### config.mk
export PLATFORM = sky130hd
export DESIGN_NAME = inst_fetcher
export DESIGN_NICKNAME = d
export VERILOG_FILES = /design/src/rtl/inst_fetcher.sv
export SDC_FILE = /design/constraint.sdc
export NUM_CORES = 1
export LEC_CHECK = 0
export CORE_MARGIN = 2
export CORE_UTILIZATION = 35
export DETAILED_ROUTE_END_ITERATION = 8
export REMOVE_ABC_BUFFERS = 1
export SKIP_CTS_REPAIR_TIMING = 1
export SLEW_MARGIN = 5
export SYNTH_ARGS = -nofsm -noshare
export SYNTH_HDL_FRONTEND = slang
export SYNTH_SLANG_ARGS = --single-unit
### constraint.sdc
create_clock -name clk_in -period 4.6 [get_ports clk_in]
set_clock_uncertainty 0.2 [all_clocks]
set_input_delay 0.92 -clock clk_in [delete_from_list [all_inputs] [get_ports clk_in]]
set_output_delay 0.92 -clock clk_in [all_outputs]
set_load 0.02 [all_outputs]
### src/rtl/inst_fetcher.sv
// inst_fetcher: instruction fetch front end between the icache and the decoder.
// Issues one icache request at a time, presents the returned word to the
// decoder until it is issued, and discards responses made stale by a redirect.
// Optional build macro IF_PERF_CNT_EN adds the issue_cnt performance counter.
module inst_fetcher (
    input  logic        clk_in,
    input  logic        rst_in,
    input  logic        rdy_in,
    input  logic [31:0] next_pc,
    input  logic        issue_signal,
    input  logic        jalr_stall,
    input  logic        wrong_predicted,
    input  logic [31:0] correct_pc,
    output logic        valid,
    output logic        start_decoder,
    output logic [31:0] inst,
    output logic [31:0] inst_addr,
    output logic        icache_req,
    output logic [31:0] icache_addr,
    input  logic        icache_ready,
    input  logic [31:0] icache_inst
`ifdef IF_PERF_CNT_EN
    ,
    output logic [31:0] issue_cnt
`endif
);

    typedef enum logic [1:0] {
        ST_FETCH = 2'd0,
        ST_HOLD  = 2'd1,
        ST_FLUSH = 2'd2
    } state_t;

    state_t      r_state;
    logic [31:0] r_pc;
    logic [31:0] r_req_addr;
    logic [31:0] r_inst;
    logic [31:0] r_inst_addr;
    logic        r_valid;
    logic        r_icache_req;

    // The decoder never issues while it stalls on a JALR, so the stall only
    // shows up here through issue_signal staying low.
    logic        w_unused;
    assign w_unused = jalr_stall;

    // Fetch FSM: request / present / discard-stale-response sequencing.
    always_ff @(posedge clk_in) begin
        if (!rst_in) begin
            r_state      <= ST_FETCH;
            r_pc         <= 32'd0;
            r_req_addr   <= 32'd0;
            r_inst       <= 32'd0;
            r_inst_addr  <= 32'd0;
            r_valid      <= 1'b0;
            r_icache_req <= 1'b1;
        end else if (rdy_in) begin
            case (r_state)
                ST_FETCH: begin
                    if (wrong_predicted) begin
                        r_pc <= correct_pc;
                        if (icache_ready) begin
                            // Response arrived for the squashed path: drop it
                            // and immediately request the redirect target.
                            r_req_addr <= correct_pc;
                        end else begin
                            // Request still in flight; wait for it to drain
                            // before the address may change.
                            r_state <= ST_FLUSH;
                        end
                    end else if (icache_ready) begin
                        r_inst       <= icache_inst;
                        r_inst_addr  <= r_req_addr;
                        r_valid      <= 1'b1;
                        r_icache_req <= 1'b0;
                        r_state      <= ST_HOLD;
                    end
                end
                ST_HOLD: begin
                    if (wrong_predicted) begin
                        r_valid      <= 1'b0;
                        r_pc         <= correct_pc;
                        r_req_addr   <= correct_pc;
                        r_icache_req <= 1'b1;
                        r_state      <= ST_FETCH;
                    end else if (issue_signal) begin
                        r_valid      <= 1'b0;
                        r_pc         <= next_pc;
                        r_req_addr   <= next_pc;
                        r_icache_req <= 1'b1;
                        r_state      <= ST_FETCH;
                    end
                end
                ST_FLUSH: begin
                    // Latest redirect target always wins.
                    if (wrong_predicted) begin
                        r_pc <= correct_pc;
                    end
                    if (icache_ready) begin
                        r_req_addr <= wrong_predicted ? correct_pc : r_pc;
                        r_state    <= ST_FETCH;
                    end
                end
                default: begin
                    r_valid      <= 1'b0;
                    r_icache_req <= 1'b1;
                    r_state      <= ST_FETCH;
                end
            endcase
        end
    end

`ifdef IF_PERF_CNT_EN
    logic [31:0] r_issue_cnt;

    // Count instructions actually accepted by the decoder (not squashed ones).
    always_ff @(posedge clk_in) begin
        if (!rst_in) begin
            r_issue_cnt <= 32'd0;
        end else if (rdy_in && (r_state == ST_HOLD) && issue_signal && !wrong_predicted) begin
            r_issue_cnt <= r_issue_cnt + 32'd1;
        end
    end

    assign issue_cnt = r_issue_cnt;
`endif

    assign valid         = r_valid;
    assign start_decoder = r_valid;
    assign inst          = r_inst;
    assign inst_addr     = r_inst_addr;
    assign icache_req    = r_icache_req;
    assign icache_addr   = {r_req_addr[31:2], 2'b00};

endmodule

Word level (Yosys, flattened, before mapping)
Cells that the tools add are included.

word-level totals
  flip-flop bits (word level) = 132
  bits of input ports = 103
  output and inout port bits = 99
  logic and storage cells = 52

operators by class
  eq/ne operators = 9
  mux-type cells = 25
  bitwise gates (word level) = 2
  reductions and logical operators = 9

operator list
  kind                  count
  $mux W32              6
  $pmux W32 S3          1
  $pmux W32 S2          1
  $mux W2               6
  $reduce_and A5 Y1     2
  $ne A3 B3 Y1 const B  3
  $mux W1               8
  $ne A2 B2 Y1 const B  4
  $pmux W1 S3           2
  $pmux W2 S3           1
  $reduce_and A6 Y1     1
  $reduce_and A4 Y1     1
  $reduce_and A3 Y1     1
  $reduce_bool A3 Y1    1
  $eq A2 B1 Y1 const B  1
  $eq A2 B2 Y1 const B  1
  $logic_not A2 Y1      1
  $not A1 Y1            2
  $reduce_bool A2 Y1    1
  $reduce_or A2 Y1      1

Logic depth before layout (Yosys ltp)
  depth after elaboration = 4
  gate-level depth with buffers = 9
  depth with buffers taken out = 6

Least setup slack after synthesis
No wires, ideal clock.

  kind = input-to-reg
  start point = input wrong_predicted
  end point = register r_req_addr[10]
  library setup time = 0.146 ns
  data arrival time = 1.912 ns
  data required time = 4.254 ns
  setup slack = 2.342 ns
  stages = 6
  path buffers = 2
  cells stage by stage = buf_6 -> buf_6 -> mux2_2 -> a22o_1 -> a22oi_1 -> a211oi_2

between the ends
  cells in the longest elaborated chain, start to end = 3
  elaborated cells on any way between the ends = 7
  classes of those cells = 2 x eq/ne; 4 x mux; 1 x reduce/logical

RTL lines
  element               RTL line  RTL
  start, declared       12        input logic wrong_predicted,
  $mux W32              --
  $mux W32              99        if (icache_ready) begin
  $pmux W32 S3          58        case (r_state)
  end signal, assigned  65        r_req_addr <= correct_pc;
  end signal, assigned  83        r_req_addr <= correct_pc;
  end signal, assigned  100       r_req_addr <= wrong_predicted ? correct_pc : r_pc;
  end, declared         36        logic [31:0] r_req_addr;

Several ways; a longest one is shown, not always the timed one. The select of a mux whose other input is x is not followed.
A chain may end at the register's enable or synchronous reset.

Worst setup path in the final report
Ends and elaborated chain as after synthesis.

==> results.cfg <==
[status]
outcome = finished, final reports clean

[route]
routedWlPerCell_um = 17.2
ant_nets = 0
drc = 0
drtIter0Drc = 299
drtPass1Iterations = 5
wirelength_um = 19300
vias = 5810
drt-vias-per-instance = 5.16

[synthesis]
syn_area_um2 = 6670
synthArstFlopShare_pct = 0
yosys.cell_count.top_type = nand2_1
synth_seq_cells = 132
yosys_warnings = 0
synth_flop_cell = dfxtp_1
synthTopCellsByArea = dfxtp_1 40%, nand2_1 9.1%, a22o_1 8.4%
synthesis.instances = 753
seq_area_frac_synth_pct = 39.6
synthDistinctLibCells = 39
synth_area_leader_cell = dfxtp_1
synthTopCellsByCount = 161 x nand2_1, 132 x dfxtp_1, 96 x a21oi_1
yosysTopAreaCellShare_pct = 39.6
synth_edf_count = 0
syn_avg_cell_area_um2 = 8.86

[min_path]
min_delay_path_depth = 2
hold_class = flop to flop
hold_start = inst_addr[9]$_SDFFE_PN0P_
min_to = inst_addr[9]$_SDFFE_PN0P_

[final_layout]
antenna_cells = 0
drive_above_1_share_pct = 11.4
fillers = 1780
layout.nets = 985
syn_to_final_growth_pct = 36.5

[floorplan]
row_count = 50
die_y_um = 142
core_um2 = 18700
die_w_um = 142
io-pin-count = 202
dieArea_um2 = 20200
initial_core_util_pct = 35.7

[grt]
grt_pass1_wl_um = 30000
grt.total_usage_pct = 18.9
grt_max_degree = 76
grt_antenna_before_repair = 1
overflow = 0
first_global_vias = 5531

[clocking]
cts_root_buffer = clkbuf_16
cts_max_level = 4
clkTransAtPathRegs_ns = 0.06
clock_sinks = 132
cts_tree = yes
numCtsBuffers = 17
clock_path_buffers = 2
insertion_delay_ns = 0.42

[critical_path]
regToRegSetupSlack_ns = 1.71
required_ns = 4.73
reg2reg_from = r_state[0]$_SDFFE_PN0P_
crit_path_end_kind = flop
rr_worst_depth = 7
worst_ep_arrival_time_ns = 3.12
worst-setup-path-type = input pin to flop
cp-start-kind = input pin
regToRegEndpoint = r_pc[5]$_SDFFE_PN0P_
crit_path_max_fanout = 75

[sta]
slew_headroom_pct = 37.6
setup_viol = 0
fin_crit_sh_pct = 65.1
slew_violations = 0
hold_viol = 0
setup_tns_ns = 0
finalCriticalPeriod_ns = 2.99
rsz0062_at_grt = no
fmax_ghz = 0.334
tightest_slew_ns = 0.933

[power_and_ir_drop]
p_per_area_nw_per_um2 = 368
p_total_mw = 3.35
leakagePower_nw = 3.13
peakVddDrop_v = 0.000261

[placement]
place_congestion = 0.728
portBuffers = 198
dpl.hpwl_um = 12200

[job]
drv_cap = 0
-- registers in the layout, indices dropped and copies added, names as in the netlist --
signal,flops
inst,32
inst_addr,32
r_pc,32
r_req_addr,32
r_state,2
icache_req,1
start_decoder,1
-- placed cells by master, fill, tap and decap left out, types with 17 or more instances in the layout --
cell,count
nand2_1,161
clkbuf_16,17
a211oi_2,30
o21ai_0,33
mux2i_1,33
a22o_1,64
clkdlybuf4s50_1,197
a21oi_1,96
dfxtp_1,132
a22oi_1,32
-- routing by layer --
| metal | share of wire [%] | up-vias | global-route usage (%) |
|---|---|---|---|
| met5 | 0 | - | 0 |
| met4 | 1.6 | 0 | 6.11 |
| met3 | 4.5 | 19 | 3.77 |
| met2 | 49 | 142 | 31.9 |
| met1 | 45 | 2750 | 24.1 |
| li1 | - | 2899 | - |
-- report_power, final --
part	switching, mW	internal [mW]
registers	0.0408	1.21
logic	0.358	0.307
clock network	0.529	0.914
total	0.928	2.43
-- worst max-delay path, stage by stage --
cell and delay [ns]:
buf_4 0.27, buf_4 0.64, nand2_1 0.14, nand2_2 0.59, a22oi_1 0.23, a211oi_2 0.26
-- area by class of cell --
class	instances	area (µm²)	share of cell area, %
inverters	4	17.5	0.192
multi-input cells	516	3450	37.9
repair buffers	207	2070	22.8
clock inverters	10	146	1.61
flip-flops and latches	132	2640	29.0
well taps	234	293	3.22
clock buffers	22	484	5.32
-- metrics by stage --
stage	worst slack (ns)	instance area [µm²]	instances	util [%]	hold slack, ns
after floorplan	0.953	6060	652	-	0.232
after global placement	1.19	8480	1093	45.3	0.241
after detailed placement	1.17	8480	1093	45.3	0.247
after CTS	1.61	9110	1125	48.7	0.255
after global routing	1.39	9110	1125	48.7	0.266
final	1.61	9110	1125	48.7	0.252
-- cells by family after synthesis --
logic type               synth area share, %
buffers and inverters                   9.34
flip-flops                              39.6
AND/OR/NAND/NOR                         11.1
XOR/XNOR                               0.131
AO/OA/AOI/OAI                           28.7
other                                 0.0562
multiplexers                            10.4
adder cells (fa/ha/maj)                0.750
-- worst max path at each step --
stage                                  startpoint                     endpoint
after floorplan           r_state[0]$_SDFFE_PN0P_  r_req_addr[20]$_SDFFE_PN0P_
after global placement            wrong_predicted  r_req_addr[21]$_SDFFE_PN0P_
after detailed placement          wrong_predicted  r_req_addr[20]$_SDFFE_PN0P_
after CTS                         wrong_predicted  r_req_addr[20]$_SDFFE_PN0P_
after global routing              wrong_predicted  r_req_addr[20]$_SDFFE_PN0P_
final                             wrong_predicted  r_req_addr[10]$_SDFFE_PN0P_
Note: power is estimated with default switching activity, not from simulation.
==> RTL change 1, RTL diff (same flow settings) <==
Add a define of `IF_PERF_CNT_EN`.
--- a/src/rtl/inst_fetcher.sv
+++ b/src/rtl/inst_fetcher.sv
@@ -2,6 +2,8 @@
 // Issues one icache request at a time, presents the returned word to the
 // decoder until it is issued, and discards responses made stale by a redirect.
 // Optional build macro IF_PERF_CNT_EN adds the issue_cnt performance counter.
+`define IF_PERF_CNT_EN
+
 module inst_fetcher (
     input  logic        clk_in,
     input  logic        rst_in,
Function (old outputs only; new: issue_cnt): kept (equiv_simple and equiv_induct, registers matched by name and starting in step).
==> RTL change 1 against the unedited design <==
Utilization is 0.13 points lower. Largest power group is now registers. Routed wire length up 26%. Setup slack worse by 62 ps. Sequential share of layout area increased by 0.67 points. Critical endpoint is now issue_cnt[19]. Synthesized area up 22%. Global-route usage is 0.61 points higher. Total power grew 13%. First-iteration DRC count rose by 47%. Combinational power rose by 8.6%. Final area rose by 21%. Sequential cell count rose by 32.
==> RTL change 1: results (changes against the unedited design) <==
fraction of the mapped netlist area in adder cells=0.768% (+0.017 points); met3 wire len=1.71 mm (+97%); crit path from=rdy_in; DP Area=10400 sq um (+23%); drt via density=5.16 (about the same); initial antenna violation count=0 (-1); status=complete, no violations; WL per Instance=16.9 microns (-1.8%); Reg2Reg Depth=6 (-1); Psw=1.08 mW (+16%); actual slew at the worst max-slew pin=1040 ps (+102 ps); Post-DP HPWL=15.4 mm (+26%); GRT met1 Usage=26.1% (+2.0 points); post-synthesis compound-gate area fraction=24.2% (-4.5 points); Int Power=2.73 mW (+12%); Tmin final=3060 ps (+61.5 ps); grt met2 use=31.1% (-0.82 points); vias post-DR=7447 (+28%); crit path to=issue_cnt[19]; R2R Setup Slk=1680 ps (-30 ps); top cells by count, synth=nand2_1, dfxtp_1, a21oi_1, clkbuf_1, mux2_2; met2 wire len=11.2 mm (+18%); first-pass GRT wire length=38.1 mm (+27%); RR Startpoint=r_state[1]; Distinct cells, synth=43 (+10%); met3 GRT Util=6.40% (+2.6 points); CP top delay family=simple AND/OR/NAND/NOR gates; largest net degree at the start of global routing=80 (+5.3%); Slowest Stage Delay on Critical Path=560 ps (-80 ps); placed cells=1410 (+29%); drt first-iter violations=441 (+47%); overall global routing resource usage=19.5% (+0.61 points); nets@finish=1224 (+24%); Syn Area/Cell=8.43 sq um (-4.8%); reg-to-reg endpoint=r_req_addr[22]; Synth Area in XOR/XNOR=1.07% (+0.94 points)
-- RTL change 1: cell count changes after synthesis, moves of 31 or more --
cell	change
mux2_2	+48
a22o_1	-32
o211ai_1	+32
nand2b_1	+34
a21oi_1	+54
dfxtp_1	+32
clkbuf_1	+31
mux2i_1	-32
-- RTL change 1: how the worst min path moves through the flow --
stage / endpoint / slack (ps) / cells past startpoint
after floorplan: inst_addr[0] / 230 / 2
after global placement: inst_addr[1] / 240 / 2
after detailed placement: inst_addr[0] / 240 / 2
after CTS: inst_addr[0] / 250 / 2
after global routing: inst[10] / 270 / 2
final: inst[10] / 250 / 2
-- RTL change 1: area by class of cell --
cell class | instances | area [sq um] | share of cell area (%)
Multi-Input combinational cell | 679 | 4280 | 38.7
Sequential cell | 164 | 3280 | 29.7
Timing Repair Buffer | 245 | 2440 | 22.0
Clock buffer | 19 | 443 | 4.00
Tap cell | 313 | 392 | 3.54
Clock inverter | 13 | 188 | 1.70
Inverter | 9 | 36.3 | 0.328
==> RTL change 2, RTL diff (same settings) <==
Without the edit above. Re-encode `state_t` (3 states) as one-hot, 3 bits wide.
--- a/src/rtl/inst_fetcher.sv
+++ b/src/rtl/inst_fetcher.sv
@@ -25,10 +25,10 @@
 `endif
 );
 
-    typedef enum logic [1:0] {
-        ST_FETCH = 2'd0,
-        ST_HOLD  = 2'd1,
-        ST_FLUSH = 2'd2
+    typedef enum logic [2:0] {
+        ST_FETCH = 3'b001,
+        ST_HOLD  = 3'b010,
+        ST_FLUSH = 3'b100
     } state_t;
 
     state_t      r_state;
Formal check against the unedited RTL: no difference found for any inputs over 4 cycles, from zero or initial values and one cycle with rst_in low; so few cycles prove little.
==> RTL change 2 against the unedited design <==
Register-to-register slack lost 140 ps. Sequential cell count grew 1. Non-clock buffer count grew 5. Routed wire length shrank 0.44%. Setup slack lost 40 ps. Combinational power shrank 11%. Critical path depth shrank 2. Final area shrank 4.4%. Total power shrank 1.3%. Synthesized area shrank 5.5%. First-iteration DRC count grew 8.4%. Critical endpoint is now r_pc[27].
==> RTL change 2: results (changes against the unedited design) <==
CP max stage cell=a31oi_4; count leader, synth=dfxtp_1; met1 WL=8.40 mm (-3.7%); met2 wire len=9.22 mm (-2.2%); top cells by count, synth=dfxtp_1, nand2_1, a21oi_1, buf_4, a2bb2oi_1; nets@finish=927 (-5.9%); RR Startpoint=r_state[1]; met3 GRT Util=4.99% (+1.2 points); register area share after synthesis=42.3% (+2.6 points); largest net degree at the start of global routing=50 (-34%); overall global routing resource usage=20.3% (+1.5 points); maximum VDD drop=0.000254 V (-2.6%); vias post-DR=5703 (-1.8%); Post-DP HPWL=12.2 mm (about the same); GPL Wtd Cong=0.786 (+8.0%); actual slew at the worst max-slew pin=1080 ps (+145 ps); Reg2Reg Depth=4 (-3); Leakage=3.08 nW (-1.5%); GRT met1 Usage=24.6% (+0.46 points); cell count after synthesis=691 (-8.2%); drt total wl=19.2 mm (-0.44%); Synth Area in XOR/XNOR=0.715% (+0.58 points); fraction of the mapped netlist area in adder cells=0% (-0.75 points); reg-to-reg endpoint=r_pc[27]; Slowest Stage Delay on Critical Path=890 ps (+250 ps); share of post-route cells with drive strength above 1=14.7% (+3.2 points); status=complete, no violations; met3 wire len=1.14 mm (+32%); R2R Setup Slk=1570 ps (-140 ps); Synth area leaders=dfxtp_1, a21oi_1, nand2_1; Finished Layout Cells=1066 (-5.2%); initial antenna violation count=0 (-1); CP Data Arrival Time=3200 ps (+80 ps); Hold Startpoint=inst_addr[13]; placed cells=1034 (-5.4%); grt met2 use=34.5% (+2.6 points); post-synthesis compound-gate area fraction=35.3% (+6.6 points); hold worst-path end=inst_addr[13]; first-pass GRT wire length=31.5 mm (+5.2%); via count of the first global-routing pass=5982 (+8.2%); drt first-iter violations=324 (+8.4%)
-- RTL change 2: changes by cell type in the layout (fill, tap and decap cells not counted), moves of 32 or more --
cell	delta
a22o_1	-43
a2bb2oi_1	+41
inv_1	+32
mux2i_1	-33
nand2_1	-32
o21ai_0	-32
-- RTL change 2: how the worst max path moves through the flow --
stage	startpoint	end	slack, ps	depth (start not counted)
3_3_place_gp	rdy_in	r_pc[27]	1270	5
2_1_floorplan	r_state[1]	r_req_addr[21]	1210	4
4_1_cts	r_state[1]	r_req_addr[22]	1540	4
6_report	r_state[1]	r_pc[27]	1570	4
5_1_grt	r_state[1]	r_pc[27]	1400	4
3_5_place_dp	rdy_in	r_pc[27]	1220	5
-- RTL change 2: critical path: cells and delay by family, from the launching register on --
| family | cells | cell delay (ps) |
|---|---|---|
| flops | 1 | 580 |
| compound gates | 3 | 1420 |
| simple gates | 1 | 770 |
-- RTL change 2: layout make-up --
class                   instances  area, sq um
inverters                      36          138
multi-input cells             424         2910
clock inverters                11          146
well taps                     229          287
flip-flops and latches        133         2660
fillers                      1618         9130
clock buffers                  21          480
repair buffers                212         2090
-- RTL change 2: where the power goes --
group          internal [mW]  switching [mW]  total [mW]
Clock                  0.911           0.520        1.43
Sequential              1.23          0.0568        1.29
Combinational          0.284           0.308       0.591
-- RTL change 2: per-stage QoR --
step | util [%] | total power [mW] | worst slack, ps | cell area, sq um
2_1_floorplan | - | 1.61 | 1210 | 5700
3_3_place_gp | 45.3 | 1.89 | 1270 | 8080
3_5_place_dp | 45.3 | 1.90 | 1220 | 8080
4_1_cts | 48.8 | 3.34 | 1540 | 8710
5_1_grt | 48.8 | 3.44 | 1400 | 8710
6_report | 48.8 | 3.31 | 1570 | 8710
